[src/rtl/activation_stream_unit.sv]
// Multi-lane pipelined activation stage (RELU/LEAKY/HTANH/CLIP_RELU/BYPASS) on an AXI-Stream.
// Define ACT_LEAKY_ROUND_EN to round the leaky negative path half-up instead of flooring.
module activation_stream_unit #(
    parameter int unsigned DATA_WIDTH  = 8,
    parameter int unsigned LANES       = 4,
    parameter int unsigned ALPHA_NUM   = 13,
    parameter int unsigned ALPHA_SHIFT = 7
) (
    input  logic                        clk,
    input  logic                        reset,
    input  logic                        s_axis_tvalid,
    output logic                        s_axis_tready,
    input  logic [LANES*DATA_WIDTH-1:0] s_axis_tdata,
    input  logic [LANES-1:0]            s_axis_tkeep,
    input  logic                        s_axis_tlast,
    input  logic [2:0]                  activation_mode,
    input  logic [DATA_WIDTH-2:0]       clip_value,
    output logic                        m_axis_tvalid,
    input  logic                        m_axis_tready,
    output logic [LANES*DATA_WIDTH-1:0] m_axis_tdata,
    output logic [LANES-1:0]            m_axis_tkeep,
    output logic                        m_axis_tlast,
    output logic [2:0]                  active_mode,
    output logic                        pkt_open
);

    // One spare bit above the full leaky product keeps the rounding add from wrapping.
    localparam int unsigned ProdW = DATA_WIDTH + $clog2(ALPHA_NUM + 1);
    localparam int unsigned WideW = ProdW + 1;

    localparam logic [2:0] ModeRelu     = 3'd0;
    localparam logic [2:0] ModeLeaky    = 3'd1;
    localparam logic [2:0] ModeHtanh    = 3'd2;
    localparam logic [2:0] ModeClipRelu = 3'd3;

    localparam logic signed [WideW-1:0] AlphaW = WideW'(ALPHA_NUM);
    localparam logic signed [WideW-1:0] SatMax = WideW'(2 ** (DATA_WIDTH - 1) - 1);
    localparam logic signed [WideW-1:0] SatMin = ~SatMax;
`ifdef ACT_LEAKY_ROUND_EN
    localparam logic signed [WideW-1:0] RoundW = WideW'(2 ** (ALPHA_SHIFT - 1));
`endif

    function automatic logic signed [WideW-1:0] act_lane(
        input logic signed [DATA_WIDTH-1:0] x,
        input logic [2:0]                   mode,
        input logic [DATA_WIDTH-2:0]        c
    );
        logic signed [WideW-1:0] xw;
        logic signed [WideW-1:0] cw;
        logic signed [WideW-1:0] prod;
        logic signed [WideW-1:0] leaky;
        logic signed [WideW-1:0] y;
        xw   = {{(WideW - DATA_WIDTH){x[DATA_WIDTH-1]}}, x};
        cw   = {{(WideW - DATA_WIDTH + 1){1'b0}}, c};
        prod = xw * AlphaW;
`ifdef ACT_LEAKY_ROUND_EN
        prod = prod + RoundW;
`endif
        leaky = prod >>> ALPHA_SHIFT;
        case (mode)
            ModeRelu:  y = xw[WideW-1] ? '0 : xw;
            ModeLeaky: y = xw[WideW-1] ? leaky : xw;
            ModeHtanh: begin
                if (xw > cw) begin
                    y = cw;
                end else if (xw < -cw) begin
                    y = -cw;
                end else begin
                    y = xw;
                end
            end
            ModeClipRelu: begin
                if (xw[WideW-1]) begin
                    y = '0;
                end else if (xw > cw) begin
                    y = cw;
                end else begin
                    y = xw;
                end
            end
            default: y = xw;
        endcase
        return y;
    endfunction

    function automatic logic [DATA_WIDTH-1:0] saturate(input logic signed [WideW-1:0] w);
        logic signed [WideW-1:0] s;
        if (w > SatMax) begin
            s = SatMax;
        end else if (w < SatMin) begin
            s = SatMin;
        end else begin
            s = w;
        end
        return s[DATA_WIDTH-1:0];
    endfunction

    logic                        advance;
    logic                        accept;
    logic [2:0]                  eff_mode;
    logic [DATA_WIDTH-2:0]       eff_clip;
    logic signed [WideW-1:0]     s0_wide [LANES];
    logic [LANES*DATA_WIDTH-1:0] s2_data_d;

    logic                        s1_valid_q;
    logic                        s1_last_q;
    logic [LANES-1:0]            s1_keep_q;
    logic signed [WideW-1:0]     s1_data_q [LANES];
    logic                        s2_valid_q;
    logic                        s2_last_q;
    logic [LANES-1:0]            s2_keep_q;
    logic [LANES*DATA_WIDTH-1:0] s2_data_q;
    logic [2:0]                  mode_q;
    logic [DATA_WIDTH-2:0]       clip_q;
    logic                        open_q;

    assign advance       = !s2_valid_q || m_axis_tready;
    assign s_axis_tready = advance && !reset;
    assign accept        = s_axis_tvalid && s_axis_tready;

    // First beat of a packet uses the live controls; the rest reuse the latched copy.
    assign eff_mode = open_q ? mode_q : activation_mode;
    assign eff_clip = open_q ? clip_q : clip_value;

    always_comb begin
        s2_data_d = '0;
        for (int i = 0; i < LANES; i++) begin
            s0_wide[i] = act_lane(s_axis_tdata[i*DATA_WIDTH +: DATA_WIDTH], eff_mode, eff_clip);
            s2_data_d[i*DATA_WIDTH +: DATA_WIDTH] = saturate(s1_data_q[i]);
        end
    end

    always_ff @(posedge clk) begin
        if (reset) begin
            s1_valid_q <= 1'b0;
            s1_last_q  <= 1'b0;
            s1_keep_q  <= '0;
            for (int i = 0; i < LANES; i++) begin
                s1_data_q[i] <= '0;
            end
            s2_valid_q <= 1'b0;
            s2_last_q  <= 1'b0;
            s2_keep_q  <= '0;
            s2_data_q  <= '0;
            mode_q     <= '0;
            clip_q     <= '0;
            open_q     <= 1'b0;
        end else begin
            if (advance) begin
                s1_valid_q <= accept;
                s1_last_q  <= s_axis_tlast;
                s1_keep_q  <= s_axis_tkeep;
                for (int i = 0; i < LANES; i++) begin
                    s1_data_q[i] <= s0_wide[i];
                end
                s2_valid_q <= s1_valid_q;
                s2_last_q  <= s1_last_q;
                s2_keep_q  <= s1_keep_q;
                s2_data_q  <= s2_data_d;
            end
            if (accept) begin
                if (!open_q) begin
                    mode_q <= activation_mode;
                    clip_q <= clip_value;
                end
                open_q <= !s_axis_tlast;
            end
        end
    end

    assign m_axis_tvalid = s2_valid_q;
    assign m_axis_tdata  = s2_data_q;
    assign m_axis_tkeep  = s2_keep_q;
    assign m_axis_tlast  = s2_last_q;
    assign active_mode   = mode_q;
    assign pkt_open      = open_q;

endmodule

[config.mk]
export PLATFORM = sky130hd
export DESIGN_NAME = activation_stream_unit
export DESIGN_NICKNAME = d
export VERILOG_FILES = /design/src/rtl/activation_stream_unit.sv
export SDC_FILE = /design/constraint.sdc
export NUM_CORES = 1
export LEC_CHECK = 0
export CAP_MARGIN = 10
export CORE_AREA = 2 2 90 178
export DETAILED_ROUTE_END_ITERATION = 8
export DIE_AREA = 0 0 92 180
export PLACE_DENSITY = 0.86
export SLEW_MARGIN = 20
export SYNTH_ARGS = -nofsm -noshare
export SYNTH_HDL_FRONTEND = slang
export SYNTH_SLANG_ARGS = --single-unit
[constraint.sdc]
create_clock -name clk -period 14.3 [get_ports clk]
set_clock_uncertainty 0.05 [all_clocks]
set_input_delay 2.86 -clock clk [delete_from_list [all_inputs] [get_ports clk]]
set_output_delay 2.86 -clock clk [all_outputs]
set_load 0.01 [all_outputs]
# --- After elaboration in Yosys (flattened, before gate mapping) ---
# Memories as Yosys holds them, arrays and structs flattened.
# Index checks and enable logic that the tools add are counted.
# Widths: inputs -> output; s select.
word_totals:
  reg_bits: 55
  ram_bits: 52
  inputBits: 51
  output_inout_bits: 43
  word_cells: 93
  n_memories: 1
op_classes:
  add_sub_neg: 1
  mul: 4
  magnitude_cmp: 16
  n_eq_ne: 3
  n_mux: 47
  bitwise: 4
  reduce_logical: 7
memory_table:
  columns: ["name", "depth", "width", "read_ports", "rd_ports_with_merged_regs", "write_ports", "line", "rtl"]
  rows:
  - ["s1_data_q", 4, 13, 4, 0, 4, "108", "logic signed [WideW-1:0] s1_data_q [LANES];"]
ops:
  columns: ["cell", "n"]
  rows:
  - ["$mux 13", 16]
  - ["$pmux 13 s4", 4]
  - ["$mux 7", 13]
  - ["$mux 8", 8]
  - ["$gt 13x8->1 const B", 4]
  - ["$lt 13x8->1 const B", 4]
  - ["$lt 8x13->1", 4]
  - ["$mul 8x5->13 const B", 4]
  - ["$gt 8x8->1", 4]
  - ["$neg 7->13", 1]
  - ["$eq 3x2->1 const B", 2]
  - ["$mux 1", 5]
  - ["$or 1x1->1", 4]
  - ["$eq 3x1->1 const B", 1]
  - ["$logic_not 1->1", 3]
  - ["$logic_not 3->1", 1]
  - ["$mux 3", 1]
  - ["$logic_and 1x1->1", 2]
  - ["$logic_or 1x1->1", 1]

# --- Depth between registers and ports, before layout ---
depth:
  ltp_word: 7
  mapped_depth: 18
  mapped_depth_nobuf: 16

# --- Least setup slack after synthesis ---
# No wires, ideal clock.
synth_timing:
  kind: "in2reg"
  start: "input clip_value[1]"
  end: "memory s1_data_q[1][4] (netlist name), data pin"
  setup_ps: 258
  t_arrival_ps: 6841
  t_required_ps: 13992
  path_slack_ps: 7151
  path_stages: 16
  path_buffers: 0
  cell_sequence: "mux2i_1 -> ha_1 -> nor4b_4 -> o211ai_4 -> or2_2 -> inv_1 -> ha_1 -> a21o_1 -> a211oi_1 -> inv_1 -> o41ai_1 -> a211oi_4 -> mux2_1 -> a21oi_1 -> nor2_1 -> o221a_2"
synth_lines:
  columns: ["element", "line", "rtl"]
  rows:
  - ["start, declared", "17", "input logic [DATA_WIDTH-2:0] clip_value,"]
  - ["end, declared", "108", null]

==> results.toml <==
[timing]
whs_ps = 383
final.setup.tns_ps = 0
fin_crit_sh = 0.575
rsz0062_at_grt = "false"
drv_slew = 0
setup_viol = 0
period_minus_slack_ps = 8230
hold_violations = 0
tightest_slew_ps = 1000
slew_headroom = 0.330
fmax_ghz = 0.122

[run_status]
run_status = "finished clean"

[clock_tree]
ctsLongestPathBuffers = 2
cts.sinks = 99
clkSlewWorstSetupHoldPaths_ps = 80
cts_setup_buffers = 0
cts.repair.resized = 0
numCtsBuffers = 9
postCtsHoldBufs = 0
worstSkewPairLatency_ps = 350
htreeDepth = 3
cts_root_buffer = "clkbuf_16"
tritoncts = "done"

[power_and_ir_drop]
p_per_area_nw_per_um2 = 95.7
leakagePower_uw = 0.00496
ir_drop_mv = 0.0625

[logic_synthesis]
synth_area_leader_cell = "ha_1"
synth_cell_type_count = 69
synth_top_area_frac = 0.207
synthesis.nets = 1319
synthArstFlopShare = 0
syn_avg_cell_area_um2 = 8.74
yosysWarnings = 0
synth_edf_count = 44
netlist_instances = 1084
synth_area_um2 = 9470
synth_flop_cell = "dfxtp_1"
synth.top_cells.by_area = "ha_1 21%, edfxtp_1 14%, dfxtp_1 12%, fa_1 5.7%, a21oi_1 4.7%"
ys_ff_latch = 99
seq_area_frac_synth = 0.256

[critical_path]
r2r-end = "s1_data_q[2][3]"
required_ps = 14450
r2r_slack_ps = 8230
crit_path_end_kind = "register"
crit_end = "s1_data_q[2][3]"
cp_max_fo = 14
crit_type = "input pin to register"
r2r_start = "pkt_open"
critPathLaunchType = "input pin"
r2r_cells = 17
startpoint = "clip_value[0]"
arrival_ps = 8380

[floorplanning]
die-height_um = 180
die_w_um = 92
core_um2 = 15200
pin_count = 94
row_count = 64
die_area_um2 = 16600
start_util = 0.622

[layout]
diodes = 0
layout.nets = 1399
final_cell_mix = "157 x ha_1, 103 x nand2_1, 99 x inv_1"
final_common_cell = "ha_1"
area_growth_pct = 15.4
layout-drive-gt1-share = 0.0599
fillers = 1189

[global_route]
grt_max_degree = 46
grt_use_total = 0.352
first_global_vias = 8922
antenna_found_initial = 0
grt_pass1_wl_um = 45900
overflow = 0

[drt]
vias = 9057
dr.first_iter.drc_count = 793
wl_per_cell_um = 21.0
detail_route.vias_per_cell = 6.63
routed_wl_um = 28700
drc = 0
drtPass1Iterations = 6
ant_nets = 0

[placed_design]
gp_congestion = 1.12
port_buffers = 93
place_hpwl_um = 21400

[run]
max-cap-violations = 0

[hold_path]
hold_path_class = "register to register"
==> cell type report <==
| class | instances | area [um^2] | share of cell area |
|---|---|---|---|
| Multi-Input combinational cell | 844 | 6520 | 0.597 |
| Sequential cell | 99 | 2420 | 0.222 |
| Timing Repair Buffer | 107 | 1040 | 0.0948 |
| Inverter | 103 | 387 | 0.0354 |
| Tap cell | 198 | 248 | 0.0227 |
| Clock buffer | 9 | 225 | 0.0206 |
| Clock inverter | 7 | 83.8 | 0.00767 |
==> power by group <==
group	switching [uW]	internal, uW	leakage [uW]
registers	15.7	329	0.000968
clock network	113	139	0.000149
logic	260	187	0.00385
total	389	655	0.00496
==> cell usage after synthesis, types with 3 or more instances <==
| cell | number |
|---|---|
| a211oi_1 | 22 |
| a21o_1 | 18 |
| a21oi_1 | 88 |
| a221oi_1 | 9 |
| a22o_1 | 16 |
| a22oi_1 | 5 |
| a31oi_1 | 11 |
| and2_1 | 5 |
| buf_2 | 4 |
| clkbuf_1 | 32 |
| dfxtp_1 | 55 |
| edfxtp_1 | 44 |
| fa_1 | 27 |
| ha_1 | 157 |
| inv_1 | 99 |
| maj3_2 | 3 |
| mux2_2 | 10 |
| mux2i_1 | 20 |
| nand2_1 | 103 |
| nand2b_1 | 5 |
| nand3_1 | 26 |
| nand4_1 | 6 |
| nor2_1 | 69 |
| nor2b_1 | 14 |
| nor3_1 | 26 |
| o211ai_1 | 4 |
| o21a_1 | 10 |
| o21ai_0 | 79 |
| o21bai_1 | 4 |
| o221a_2 | 5 |
| o221ai_1 | 7 |
| o22ai_1 | 19 |
| o31ai_1 | 10 |
| or2_2 | 7 |
| or3_1 | 3 |
| xnor2_1 | 12 |
| xor2_1 | 6 |
==> worst min path at each step <==
stage | start | to | slack, ps | cells after the start
after detailed placement | m_axis_tdata[14] | m_axis_tdata[14] | 380 | 2
after CTS | m_axis_tdata[14] | m_axis_tdata[14] | 390 | 2
after global routing | m_axis_tdata[29] | m_axis_tdata[29] | 400 | 2
after global placement | m_axis_tdata[12] | m_axis_tdata[12] | 370 | 2
final | m_axis_tdata[14] | m_axis_tdata[14] | 380 | 2
after floorplan | s1_valid_q | m_axis_tvalid | 380 | 1
==> flip-flops by register name, summed over array words and instances (netlist names) <==
signal         count
pkt_open           1
s1_valid_q         1
s1_last_q          1
m_axis_tvalid      1
m_axis_tlast       1
m_axis_tkeep       4
s1_keep_q          4
s1_data_q         44
active_mode        3
clip_q             7
m_axis_tdata      32
==> metal layers <==
layer  part of all wire  vias to the layer above  track usage
li1                   -                     4117            -
met2               0.49                      570        0.606
met4              0.089                        0        0.250
met1               0.34                     4170        0.390
met3              0.080                      200       0.0490
met5                  0                        -            0
==> worst max-delay path: stages <==
cell             delay [ps]
clkdlybuf4s50_1         400
mux2i_1                 670
ha_1                    510
nor4b_4                 340
or2_2                   270
nor2_1                  140
nor2_1                  370
ha_1                    310
or2_2                   290
a21oi_1                 140
a21oi_1                  60
maj3_2                  330
o221ai_2                570
nand2_1                 230
o21ai_0                 560
a22oi_1                 160
a21oi_1                 170
==> per-stage QoR <==
stage                     power, uW  cell area (um^2)  utilization  std cells  worst slack, ps
after floorplan                 636              9470            -       1084             7150
after global placement          772             10600        0.698       1351             6140
after detailed placement        787             10600        0.698       1351             6120
after CTS                      1040             10900        0.718       1367             6380
after global routing           1100             10900        0.718       1367             5830
final                          1040             10900        0.718       1367             6070
==> cell families (layout without fill, tap and decap cells) <==
family / count (synthesis) / count (layout) / synth area share
buffers and inverters: 141 / 226 / 0.0572
AND/OR/NAND/NOR: 272 / 272 / 0.131
adder cells (fa/ha/maj): 187 / 187 / 0.268
multiplexers: 31 / 31 / 0.0342
flip-flops: 99 / 99 / 0.256
AO/OA/AOI/OAI: 335 / 335 / 0.234
XOR/XNOR: 19 / 19 / 0.0196
Note: power is estimated with default switching activity, not from simulation.
